--- config.mk ---
export PLATFORM = sky130hd
export DESIGN_NAME = toggle_scheduler
export DESIGN_NICKNAME = d
export VERILOG_FILES = /design/src/rtl/toggle_scheduler_pkg.sv /design/src/rtl/tick_timer.sv /design/src/rtl/toggle_scheduler.sv
export SDC_FILE = /design/constraint.sdc
export NUM_CORES = 1
export LEC_CHECK = 0
export CAP_MARGIN = 20
export CORE_ASPECT_RATIO = 0.8
export CORE_MARGIN = 3
export CORE_UTILIZATION = 57
export CTS_BUF_LIST = sky130_fd_sc_hd__clkbuf_8
export DETAILED_ROUTE_END_ITERATION = 6
export GPL_ROUTABILITY_DRIVEN = 0
export PLACE_DENSITY_LB_ADDON = 0.05
export SETUP_SLACK_MARGIN = 0.2
export SLEW_MARGIN = 20
export SYNTH_ARGS = -nofsm -noshare
export SYNTH_HDL_FRONTEND = slang
export SYNTH_SLANG_ARGS = --single-unit
--- constraint.sdc ---
create_clock -name clk -period 4.6 [get_ports clk]
set_clock_uncertainty 0.2 [all_clocks]
set_input_delay 0.92 -clock clk [delete_from_list [all_inputs] [get_ports clk]]
set_output_delay 0.92 -clock clk [all_outputs]
set_load 0.02 [all_outputs]
--- src/rtl/toggle_scheduler_pkg.sv ---
// Shared types and default geometry for the toggle scheduler.
// The event-entry struct is sized by the defaults here, so top parameters must match them.
package toggle_scheduler_pkg;

  localparam int IDX_W       = 3;
  localparam int PKG_NUM_EVT = 1 << IDX_W;
  localparam int PKG_DLY_W   = 16;
  localparam int PKG_NUM_OUT = 4;

  typedef enum logic [1:0] {
    IDLE = 2'd0,
    RUN  = 2'd1,
    FIN  = 2'd2
  } state_t;

  typedef struct packed {
    logic [PKG_DLY_W-1:0]   dly;
    logic [PKG_NUM_OUT-1:0] mask;
  } evt_t;

endpackage

--- src/rtl/tick_timer.sv ---
// Loadable down-counter; expire is high in the last cycle of a loaded interval.
// A load of 0 is clamped to 1, so expiry lands exactly max(val,1) edges after the load.
module tick_timer #(
  parameter int DLY_W = 16
) (
  input  logic             clk,
  input  logic             rst_n,
  input  logic             load,
  input  logic [DLY_W-1:0] load_val,
  input  logic             run,
  output logic             expire
);

  logic [DLY_W-1:0] cnt;

  always_ff @(posedge clk or negedge rst_n) begin
    if (!rst_n) begin
      cnt <= '0;
    end else if (load) begin
      cnt <= (load_val == '0) ? DLY_W'(1) : load_val;
    end else if (run && (cnt != '0)) begin
      cnt <= cnt - 1'b1;
    end
  end

  assign expire = run && (cnt == DLY_W'(1));

endmodule

--- src/rtl/toggle_scheduler.sv ---
// Table-driven sequencer: XORs per-event masks into out_q at programmed cycle delays.
// First event fires max(dly[0],1) edges after start; done is registered one edge after FIN.
module toggle_scheduler
  import toggle_scheduler_pkg::*;
#(
  parameter int NUM_EVT = PKG_NUM_EVT,
  parameter int DLY_W   = PKG_DLY_W,
  parameter int NUM_OUT = PKG_NUM_OUT
) (
  input  logic                       clk,
  input  logic                       rst_n,
  input  logic                       cfg_we,
  input  logic [$clog2(NUM_EVT)-1:0] cfg_addr,
  input  logic [DLY_W-1:0]           cfg_dly,
  input  logic [NUM_OUT-1:0]         cfg_mask,
  input  logic [$clog2(NUM_EVT):0]   cfg_len,
  input  logic                       cfg_loop,
  output logic                       cfg_rej,
  input  logic                       start,
  input  logic                       abort,
  input  logic                       out_clr,
  output logic                       busy,
  output logic                       done,
  output logic [$clog2(NUM_EVT)-1:0] evt_idx,
  output logic [NUM_OUT-1:0]         out_q
);

  localparam int IW = $clog2(NUM_EVT);

  state_t             state_q, state_d;
  evt_t               table_q [NUM_EVT];
  logic [IW-1:0]      idx_d;
  logic [IW-1:0]      last_q, last_d;
  logic               loop_q;
  logic [NUM_OUT-1:0] out_d;
  logic               accept;
  logic [IW:0]        len_c;
  logic               ld;
  logic [DLY_W-1:0]   ld_val;
  logic               tmr_run;
  logic               expire;

  // Lengths beyond the table size are clamped to the whole table.
  assign len_c   = (cfg_len > (IW+1)'(NUM_EVT)) ? (IW+1)'(NUM_EVT) : cfg_len;
  assign last_d  = IW'(len_c - 1'b1);
  assign tmr_run = (state_q == RUN);
  assign busy    = (state_q == RUN);

  always_comb begin
    state_d = state_q;
    idx_d   = evt_idx;
    out_d   = out_q;
    accept  = 1'b0;
    ld      = 1'b0;
    ld_val  = table_q[0].dly;
    case (state_q)
      IDLE: begin
        if (out_clr) out_d = '0;
        if (start && !abort) begin
          accept = 1'b1;
          if (cfg_len == '0) begin
            state_d = FIN;
          end else begin
            state_d = RUN;
            idx_d   = '0;
            ld      = 1'b1;
          end
        end
      end
      RUN: begin
        // Abort outranks an event expiring in the same cycle.
        if (abort) begin
          state_d = IDLE;
        end else if (expire) begin
          out_d = out_q ^ table_q[evt_idx].mask;
          if (evt_idx != last_q) begin
            idx_d  = evt_idx + 1'b1;
            ld     = 1'b1;
            ld_val = table_q[evt_idx + 1'b1].dly;
          end else if (loop_q) begin
            idx_d = '0;
            ld    = 1'b1;
          end else begin
            state_d = FIN;
          end
        end
      end
      FIN: begin
        state_d = IDLE;
      end
      default: begin
        state_d = IDLE;
      end
    endcase
  end

  always_ff @(posedge clk or negedge rst_n) begin
    if (!rst_n) begin
      state_q <= IDLE;
      evt_idx <= '0;
      out_q   <= '0;
      done    <= 1'b0;
      cfg_rej <= 1'b0;
      last_q  <= '0;
      loop_q  <= 1'b0;
      for (int i = 0; i < NUM_EVT; i++) begin
        table_q[i] <= evt_t'{dly: PKG_DLY_W'(1), mask: '0};
      end
    end else begin
      state_q <= state_d;
      evt_idx <= idx_d;
      out_q   <= out_d;
      done    <= (state_q == FIN);
      cfg_rej <= cfg_we && (state_q == RUN);
      if (accept) begin
        last_q <= last_d;
        loop_q <= cfg_loop;
      end
      if (cfg_we && (state_q != RUN)) begin
        table_q[cfg_addr] <= evt_t'{dly: cfg_dly, mask: cfg_mask};
      end
    end
  end

  tick_timer #(
    .DLY_W(DLY_W)
  ) u_timer (
    .clk     (clk),
    .rst_n   (rst_n),
    .load    (ld),
    .load_val(ld_val),
    .run     (tmr_run),
    .expire  (expire)
  );

endmodule

Word level (Yosys, flattened, before mapping)
Index checks and enable logic that the tools add are counted.
{"block": "word_totals", "register_bits": 191, "input_bits": 34, "output_inout_bits": 10}
{"block": "classes", "addsub": 3, "order_cmp": 5, "eq_ne": 14, "n_mux": 44, "bitwise_logic": 4, "reduce_logical": 16}
{"op": "$bwmux W160", "n": 1}
{"op": "$bmux W20 S3", "n": 2}
{"op": "$mux W16", "n": 7}
{"op": "$demux W20 S3", "n": 1}
{"op": "$mux W20", "n": 3}
{"op": "$mux W3", "n": 7}
{"op": "$mux W4", "n": 5}
{"op": "$eq A16 B1 Y1 const B", "n": 1}
{"op": "$logic_not A16 Y1", "n": 1}
{"op": "$reduce_bool A16 Y1", "n": 1}
{"op": "$sub A16 B1 Y16 const B", "n": 1}
{"op": "$ge A4 B4 Y1 const B", "n": 3}
{"op": "$mux W2", "n": 6}
{"op": "$ne A3 B3 Y1 const B", "n": 4}
{"op": "$not A3 Y4", "n": 3}
{"op": "$ne A2 B2 Y1 const B", "n": 5}
{"op": "$mux W1", "n": 8}
{"op": "$pmux W4 S2", "n": 1}
{"op": "$reduce_and A4 Y1", "n": 2}
{"op": "$logic_and A1 B1 Y1", "n": 6}
{"op": "$pmux W3 S2", "n": 1}
{"op": "$reduce_and A6 Y1", "n": 1}
{"op": "$gt A4 B4 Y1 const B", "n": 1}
{"op": "$logic_not A4 Y1", "n": 1}
{"op": "13 further kinds", "n": 14}

Logic depth before layout (Yosys ltp)
Gate-level depths: netlist of run 1.
{"block": "depth", "word_depth": 12, "mapped_depth": 11}

By module
Synthesis of run 1 repeated with hierarchy kept, for this count alone.
{"block": "unflattened", "hier_cells": 666, "hier_area_um2": 9293.9}
{"mod": "toggle_scheduler", "instances": 1, "cells_per_inst": 542, "area_per_inst_um2": 8202.9, "seq_area_each_um2": 4389.2}
{"mod": "tick_timer", "instances": 1, "cells_per_inst": 124, "area_per_inst_um2": 1091.0, "seq_area_each_um2": 400.4}

Worst setup path before layout of run 1
Ideal clock, no wire load.
{"block": "synth_path", "kind": "in2reg", "startpoint": "input abort", "endpoint": "register u_timer.cnt[0]", "arrival_time_ns": 2.559, "path_slack_ns": 1.759, "stages": 9, "cell_sequence": "nor2_1 > nand2_1 > nor3_1 > buf_2 > buf_6 > mux2i_1 > nand4_1 > or4_1 > a31oi_1"}
{"block": "synth_via", "elab_chain_cells": 5}
{"element": "start: declaration", "line_no": "toggle_scheduler.sv:20", "rtl": "input logic abort,"}
{"element": "$mux W16 / $logic_not A1 Y1 (equally long branches)", "line_no": "toggle_scheduler.sv:72, toggle_scheduler.sv:59"}
{"element": "$mux W16 / $logic_and A1 B1 Y1 (equally long branches)", "line_no": "toggle_scheduler.sv:56, toggle_scheduler.sv:59"}
{"element": "$logic_not A16 Y1 / $mux W1 (equally long branches)", "line_no": "tick_timer.sv:20, toggle_scheduler.sv:59"}
{"element": "$mux W16 / $pmux W1 S2 (equally long branches)", "line_no": "tick_timer.sv:20, toggle_scheduler.sv:56"}
{"element": "$mux W16 / $reduce_bool A2 Y1 (equally long branches)"}
{"element": "end signal: assignment", "line_no": "tick_timer.sv:20", "rtl": "cnt <= (load_val == '0) ? DLY_W'(1) : load_val;"}
{"element": "end signal: assignment", "line_no": "tick_timer.sv:22", "rtl": "cnt <= cnt - 1'b1;"}
{"element": "end: declaration", "line_no": "tick_timer.sv:14", "rtl": "logic [DLY_W-1:0] cnt;"}
Several ways; a longest one is shown, not always the timed one.
A chain may end at the register's enable or synchronous reset.

Final worst setup path of run 1
{"block": "layout_path", "startpoint": "register evt_idx[1]", "endpoint": "register u_timer.cnt[0]"}
{"block": "layout_via", "elab_chain_cells": 12}
{"element": "start: declaration", "line_no": "toggle_scheduler.sv:24", "rtl": "output logic [$clog2(NUM_EVT)-1:0] evt_idx,"}
{"element": "start signal: assignment", "line_no": "toggle_scheduler.sv:111", "rtl": "evt_idx <= idx_d;"}
{"element": "$add A3 B1 Y3", "line_no": "toggle_scheduler.sv:79", "rtl": "ld_val = table_q[evt_idx + 1'b1].dly;"}
{"element": "$not A3 Y4 (implied by the code)", "line_no": "toggle_scheduler.sv:79"}
{"element": "$bmux W20 S3", "line_no": "toggle_scheduler.sv:79"}
{"element": "$mux W20 (implied by the code) (2 in a row)", "line_no": "toggle_scheduler.sv:79"}
{"element": "$mux W16", "line_no": "toggle_scheduler.sv:76", "rtl": "if (evt_idx != last_q) begin"}
{"element": "$mux W16", "line_no": "toggle_scheduler.sv:74", "rtl": "end else if (expire) begin"}
{"element": "$mux W16", "line_no": "toggle_scheduler.sv:72", "rtl": "if (abort) begin"}
{"element": "$mux W16", "line_no": "toggle_scheduler.sv:56", "rtl": "case (state_q)"}
{"element": "$logic_not A16 Y1", "line_no": "tick_timer.sv:20"}
{"element": "$mux W16", "line_no": "tick_timer.sv:20"}
{"element": "$mux W16", "line_no": "tick_timer.sv:19", "rtl": "end else if (load) begin"}
Several ways; a longest one is shown, not always the timed one. The select of a mux whose other input is x is not followed.

==> flow_metrics.py, run 1 <==
metrics = {
    "sta": {
        "tightestPinTransition_ns": 1.01,
        "report.final.slew_viol_count": 0,
        "timing.final.setup_violations": 0,
        "worst_slew_margin_rel_pct": 32.9,
        "min_period_over_period_pct": 83.3,
        "finalCriticalPeriod_ns": 3.83,
        "totalNegativeSetupSlack_ns": 0,
        "maxClockFrequency_mhz": 261,
        "unrepaired_setup_endpoints_after_global_routing": "false",
        "final_hold_viol_count": 0,
    },
    "route": {
        "wl_mm": 20.6,
        "drc": 0,
        "detailedRoute.firstIterationViolations": 406,
        "drt_pass1_iterations": 5,
        "via_count": 5967,
        "antenna_violating_nets_post_route": 0,
        "post_drt_via_cell_ratio": 6.09,
        "wl_per_cell_um": 21.0,
    },
    "logic_synthesis": {
        "post-synth-top-area-cell": "dfrtp_1",
        "yosysTopAreaCellShare_pct": 49.3,
        "synth_area_sq_um": 9280,
        "syn-num-nets": 754,
        "synth_top_cells_by_area": "dfrtp_1 49%, mux2_2 20%, mux2i_1 5.9%, mux4_2 2.9%, a2111oi_0 2.5%",
        "sequential_cell_area_fraction_in_the_yosys_report_pct": 51.6,
        "synthesis.instances": 715,
        "synth_cell_types": 43,
        "ys_ff_latch": 191,
        "synthesis.area_per_instance_sq_um": 13.0,
        "ys.warnings.count": 0,
    },
    "final_layout": {
        "final_layout_size_suffix_gt1_share_pct": 32.3,
        "post-route-util_pct": 65.3,
        "final_cell_mix": "182 x dfrtp_1, 162 x mux2_2, 55 x mux2i_1, 42 x clkdlybuf4s50_1, 31 x nor2b_1",
        "final-instance-count-excl-fill": 979,
        "final_nets": 790,
        "leading_cell_type_in_the_layout_fill_and_taps_excluded": "dfrtp_1",
        "area.growth.synth_to_final_pct": 11.5,
        "num_antenna_cells": 0,
        "finish.instance_area_sq_um": 10300,
    },
    "clock_network": {
        "cts.sinks": 191,
        "ctsLongestPathBuffers": 2,
        "worst_setup_hold_path_clk_slew_ns": 0.10,
        "cts-buffers-inserted": 17,
        "cts_hold_repair.buffers": 0,
        "post_cts_resize_count": 0,
        "tritoncts": "yes",
        "clock_insertion_delay_worst_skew_ns": 0.47,
        "clock_tree.root_cell": "clkbuf_8",
        "clock_tree.htree_level_count": 4,
        "setup_buffers_after_cts": 0,
    },
    "floorplanning": {
        "die_h_um": 120,
        "die_area_sq_um": 17900,
        "initial_util_pct": 58.6,
        "core_region_sq_um": 15900,
        "ioPinCount": 44,
        "row_count": 41,
        "die_span_x_um": 149,
    },
    "grt": {
        "combined_global_route_utilization_of_all_metal_layers_pct": 24.3,
        "grt.met2_usage_pct": 37.3,
        "top_usage_layer": "met2",
        "grt_start_max_net_pins": 92,
        "grt_antenna_before_repair": 0,
        "grt_first_pass_wirelength_mm": 33.6,
        "grt_pass1_vias": 6177,
        "grt-ovfl-total": 0,
        "grt_met3_use_pct": 5.02,
        "grt_use_met1_pct": 36.3,
    },
    "critical_path": {
        "startpoint_class_of_the_critical_path": "flip-flop",
        "crit_fanout": 30,
        "worstSetupPathType": "flip-flop to flip-flop",
        "critPathCaptureType": "flip-flop",
        "cp_required_ns": 4.79,
        "crit_arrival_ns": 4.02,
    },
    "placement": {
        "dpl-instance-area_sq_um": 9970,
        "io_buffer_count": 43,
        "hpwlAfterDp_mm": 13.5,
        "numPlacedInstances": 947,
    },
    "flow_run": {
        "maxCapViolations": 0,
    },
    "power": {
        "irDropWorstVdd_mv": 0.330,
        "power_density_normalized_to_cell_area_nw_per_um2": 443,
        "p_leak_nw": 4.20,
    },
    "status": {
        "status": "finished, final reports clean",
    },
    "min_path": {
        "worst_hold_path_type": "input pin to async pin",
    },
}
flip-flops by register name, summed over array words and instances, names as in the netlist:
register and cells:
last_q 3, cfg_rej 1, state_q 2, u_timer.cnt 16, loop_q 1, evt_idx 3, out_q 4, done 1
table_q 160
logic make-up (layout without fill, tap and decap cells):
family,count (synthesis),after routing,share of synthesized area (%)
simple gates,159,159,9.95
mux,229,229,28.5
flops,191,191,51.6
fa+ha+maj,5,5,0.674
buf+inv,52,101,2.72
compound gates,60,60,4.77
xor+xnor,19,19,1.79
metrics by stage:
| step | setup slack (ns) | hold slack, ns | total power, W |
|---|---|---|---|
| finish | 0.767 | 0.189 | 0.00459 |
| global placement | 0.889 | 0.279 | 0.00347 |
| detailed placement | 0.832 | 0.287 | 0.00355 |
| floorplan | 1.76 | 0.271 | 0.00320 |
| global route | 0.509 | 0.206 | 0.00486 |
| CTS | 0.818 | 0.193 | 0.00461 |
area by class of cell:
cell class	count	area, sq um
clock inverter	13	118
clock buffer	19	262
sequential	191	4790
timing repair buffer	64	614
tap	215	269
fill	1183	5500
multi-input combinational	472	4270
inverter	5	18.8
report_power, final:
group | internal (W) | total [W] | switching, W
clock | 0.000424 | 0.00107 | 0.000643
sequential | 0.00218 | 0.00249 | 0.000307
combinational | 0.000600 | 0.00103 | 0.000433
total | 0.00321 | 0.00459 | 0.00138
path summary, 6_finish.rpt:
kind,start,to,slack [ns],cells after the start
hold / removal,rst_n,last_q[1],0.19,1
min in group clk,table_q[46],table_q[46],0.31,1
max in group asynchronous,rst_n,u_timer.cnt[0],2.94,2
setup / recovery,evt_idx[1],u_timer.cnt[0],0.77,8
hold reg to reg,table_q[46],table_q[46],0.31,1
setup reg to reg,evt_idx[1],u_timer.cnt[0],0.77,8
layer usage:
layer,part of all wire (%),up-vias
met5,0,-
met4,0.49,0
met3,5.4,13
met2,46,158
met1,48,3066
li1,-,2730
synthesized netlist by cell type:
master / n
nand2b_1: 5
or4_4: 1
nor4_1: 20
and2_1: 1
inv_1: 5
o2111ai_1: 1
a31oi_1: 1
o31ai_1: 1
nand2_1: 14
dfrtp_1: 183
a22o_1: 1
a2111oi_0: 27
mux2_2: 162
nor3b_1: 5
buf_6: 4
xor2_1: 9
clkbuf_1: 25
nand3_1: 4
or4_1: 4
ha_1: 5
nand4_1: 4
nor3_2: 1
nor4b_1: 3
mux4_2: 12
o21a_1: 2
o41a_1: 1
nor2b_1: 31
o21ai_0: 6
a2111oi_1: 1
or2_1: 1
mux2i_1: 55
nor3_1: 8
nand3b_1: 3
buf_4: 2
xnor2_1: 10
and3_1: 29
o2111ai_2: 1
or3_1: 4
nor2_1: 21
a21oi_1: 17
dfstp_2: 8
buf_2: 16
o21ai_2: 1
critical path: stages (launching register included):
cell and delay, ns:
dfrtp_1 0.70, ha_1 0.71, buf_4 0.36, a2111oi_0 0.35, nor4_1 0.12, mux2i_1 0.36
nand4_1 0.22, or4_1 0.54, a31oi_1 0.18
(Power assumes the default switching activity.)
==> inputs of run 2 (changes only) <==
==> constraint.sdc (replaced) <==
create_clock -name clk -period 3.65 [get_ports clk]
set_clock_uncertainty 0.2 [all_clocks]
set_input_delay 0.73 -clock clk [delete_from_list [all_inputs] [get_ports clk]]
set_output_delay 0.73 -clock clk [all_outputs]
set_load 0.02 [all_outputs]
==> run 2 against run 1 <==
  * Via count about the same
  * First-iteration DRC count rose by 2.2%
  * Clock power increased by 24%
  * Worst setup slack lost 0.37 ns
  * Sequential share of layout area is 0.48 points lower
  * Flip-flop and latch count did not move
  * Final cell count grew 0.41%
  * Count of clock-buffer cells in the layout up 1
  * Power grew 25%
  * Utilization up 0.69 points
  * Critical path type unchanged
  * Largest cell class unchanged
  * Highest routed layer unchanged
==> flow_metrics.py, run 2 (synthesis results as in run 1) <==
metrics = {
    "power": {
        "switching_share_pct": 28.8,
        "clock_share_of_power_pct": 23.0,
        "power.switching_w": 0.00166,
        "power_density_normalized_to_cell_area_nw_per_um2": 551,
        "comb_power_share_pct": 22.6,
        "p_leak_nw": 4.24,
        "irDropWorstVdd_mv": 0.360,
        "p_int_w": 0.00410,
        "total_chip_power_w": 0.00576,
        "sequentialPowerShare_pct": 54.4,
    },
    "sta": {
        "maxClockFrequency_mhz": 308,
        "min_period_over_period_pct": 89.0,
        "timing.final.setup_violations": 0,
        "postLayoutSetupSlackWorst_ns": 0.400,
        "unrepaired_setup_endpoints_after_global_routing": "false",
        "worst_slew_margin_rel_pct": 45.8,
        "totalNegativeSetupSlack_ns": 0,
        "report.final.slew_viol_count": 0,
        "finalCriticalPeriod_ns": 3.25,
        "tightestPinTransition_ns": 0.810,
        "final_hold_viol_count": 0,
    },
    "final_layout": {
        "area.growth.synth_to_final_pct": 12.6,
        "leading_cell_type_in_the_layout_fill_and_taps_excluded": "dfrtp_1",
        "final-instance-count-excl-fill": 983,
        "num_antenna_cells": 0,
        "final_layout_size_suffix_gt1_share_pct": 32.3,
        "largest_reg_flops": 160,
        "largest_registers": "table_q (160), u_timer.cnt (16), out_q (4)",
        "regMostFlops": "table_q",
        "final_nets": 794,
        "num-fill-cells": 1165,
        "final_cell_mix": "182 x dfrtp_1, 162 x mux2_2, 55 x mux2i_1, 42 x clkdlybuf4s50_1, 31 x nor2b_1",
    },
    "grt": {
        "grt_first_pass_wirelength_mm": 32.7,
        "grt_pass1_vias": 6068,
        "grt_start_max_net_pins": 72,
        "grt_antenna_before_repair": 0,
        "grt-ovfl-total": 0,
        "combined_global_route_utilization_of_all_metal_layers_pct": 23.6,
    },
    "placement": {
        "numPlacedInstances": 950,
        "hpwlAfterDp_mm": 12.8,
        "io_buffer_count": 43,
        "preCtsSetupSlack_ns": 0.130,
    },
    "clock_network": {
        "ctsLongestPathBuffers": 2,
        "clock_tree.root_cell": "clkbuf_8",
        "clock_insertion_delay_worst_skew_ns": 0.47,
        "tritoncts": "yes",
        "cts-buffers-inserted": 17,
        "worst_setup_hold_path_clk_slew_ns": 0.10,
        "cts.sinks": 191,
        "setup_buffers_after_cts": 0,
        "clock_tree.htree_level_count": 4,
    },
    "floorplanning": {
        "die_h_um": 120,
        "die_area_sq_um": 17900,
        "initial_util_pct": 58.6,
        "ioPinCount": 44,
        "die_span_x_um": 149,
        "row_count": 41,
        "core_region_sq_um": 15900,
    },
    "flow_run": {
        "maxCapViolations": 0,
    },
    "route": {
        "wl_mm": 20.2,
        "drc": 0,
        "detailedRoute.firstIterationViolations": 415,
        "post_drt_via_cell_ratio": 6.07,
        "via_count": 5968,
        "wl_per_cell_um": 20.5,
        "drt_pass1_iterations": 5,
        "antenna_violating_nets_post_route": 0,
    },
    "critical_path": {
        "path_common_cell": "nor3_2",
        "critPathCaptureType": "flip-flop",
        "crit_fanout": 41,
        "worstReg2RegStart": "evt_idx[0]",
        "worstSetupPathType": "flip-flop to flip-flop",
        "cpPeakStageDelay_ns": 0.54,
        "startpoint_class_of_the_critical_path": "flip-flop",
        "crit_arrival_ns": 3.44,
        "crit_family": "simple AND/OR/NAND/NOR gates",
        "worst_r2r_path_depth": 9,
        "timing.reg2reg.setup_slack_ns": 0.40,
        "buffers_plus_inverters_on_the_worst_setup_path": 2,
        "timing.critical_path.cells": "buf_4, xor2_1, nor3_2, nor3_2, buf_12, mux2i_1, nand4_1, or4_1, a31oi_1",
        "setup.worst_path.start": "evt_idx[0]",
        "cp_required_ns": 3.84,
        "cp.depth": 9,
        "worstReg2RegEnd": "u_timer.cnt[0]",
        "critPathSlowestCell": "or4_1",
    },
    "min_path": {
        "worst_hold_path_type": "input pin to async pin",
    },
    "status": {
        "status": "finished, final reports clean",
    },
}
[run 2: cell count changes in the layout (fill, tap and decap cells not counted), sizes merged]
| cell | change |
|---|---|
| bufinv | +1 |
| buf | +3 |
| clkbuf | +1 |
| xnor2 | +1 |
| inv | -2 |
[run 2: how the worst max path moves through the flow]
| stage | to | slack [ns] |
|---|---|---|
| 2_1_floorplan | u_timer.cnt[0] | 0.88 |
| 3_3_place_gp | u_timer.cnt[0] | 0.25 |
| 3_5_place_dp | u_timer.cnt[0] | 0.13 |
| 4_1_cts | u_timer.cnt[0] | 0.35 |
| 5_1_grt | u_timer.cnt[0] | 0.22 |
| 6_report | u_timer.cnt[0] | 0.40 |
[run 2: cell type report]
| type | count | area [sq um] | area share (%) |
|---|---|---|---|
| Tap cell | 215 | 269 | 2.57 |
| Clock buffer | 20 | 275 | 2.63 |
| Inverter | 5 | 18.8 | 0.179 |
| Clock inverter | 12 | 97.6 | 0.933 |
| Multi-Input combinational cell | 473 | 4300 | 41.2 |
| Sequential cell | 191 | 4790 | 45.8 |
| Timing Repair Buffer | 67 | 699 | 6.69 |
[run 2: per-stage QoR]
step                      cell area (sq um)  hold slack [ns]  util [%]
final                                 10500           0.0396      66.0
after CTS                             10400           0.0582      65.8
after global routing                  10500           0.0702      66.0
after floorplan                        9280            0.234         -
after detailed placement              10100            0.285      63.4
after global placement                10100            0.279      63.4
[run 2: repair_timing]
action,in CTS,in global routing
endpoints found under the setup margin,1,1
gates cloned,0,1
hold buffers,0,0
pin swaps,0,1
gates resized for setup,1,1
[run 2: layer usage]
| layer | share of wire, % | wire length, um | track usage [%] | vias up |
|---|---|---|---|---|
| li1 | - | - | - | 2722 |
| met1 | 48 | 9630 | 34.4 | 3074 |
| met5 | 0 | 0 | 0 | - |
| met2 | 46 | 9300 | 36.5 | 153 |
| met3 | 4.8 | 973 | 4.64 | 19 |
| met4 | 1.3 | 272 | 6.64 | 0 |
[run 2: power by group through the flow]
stage               registers (W)  clock network (W)  logic, W
CTS                       0.00312            0.00136   0.00131
detailed placement        0.00316                  0   0.00131
global route              0.00321            0.00144   0.00145
finish                    0.00313            0.00133   0.00130
floorplan                 0.00305                  0  0.000988
global placement          0.00312                  0   0.00125
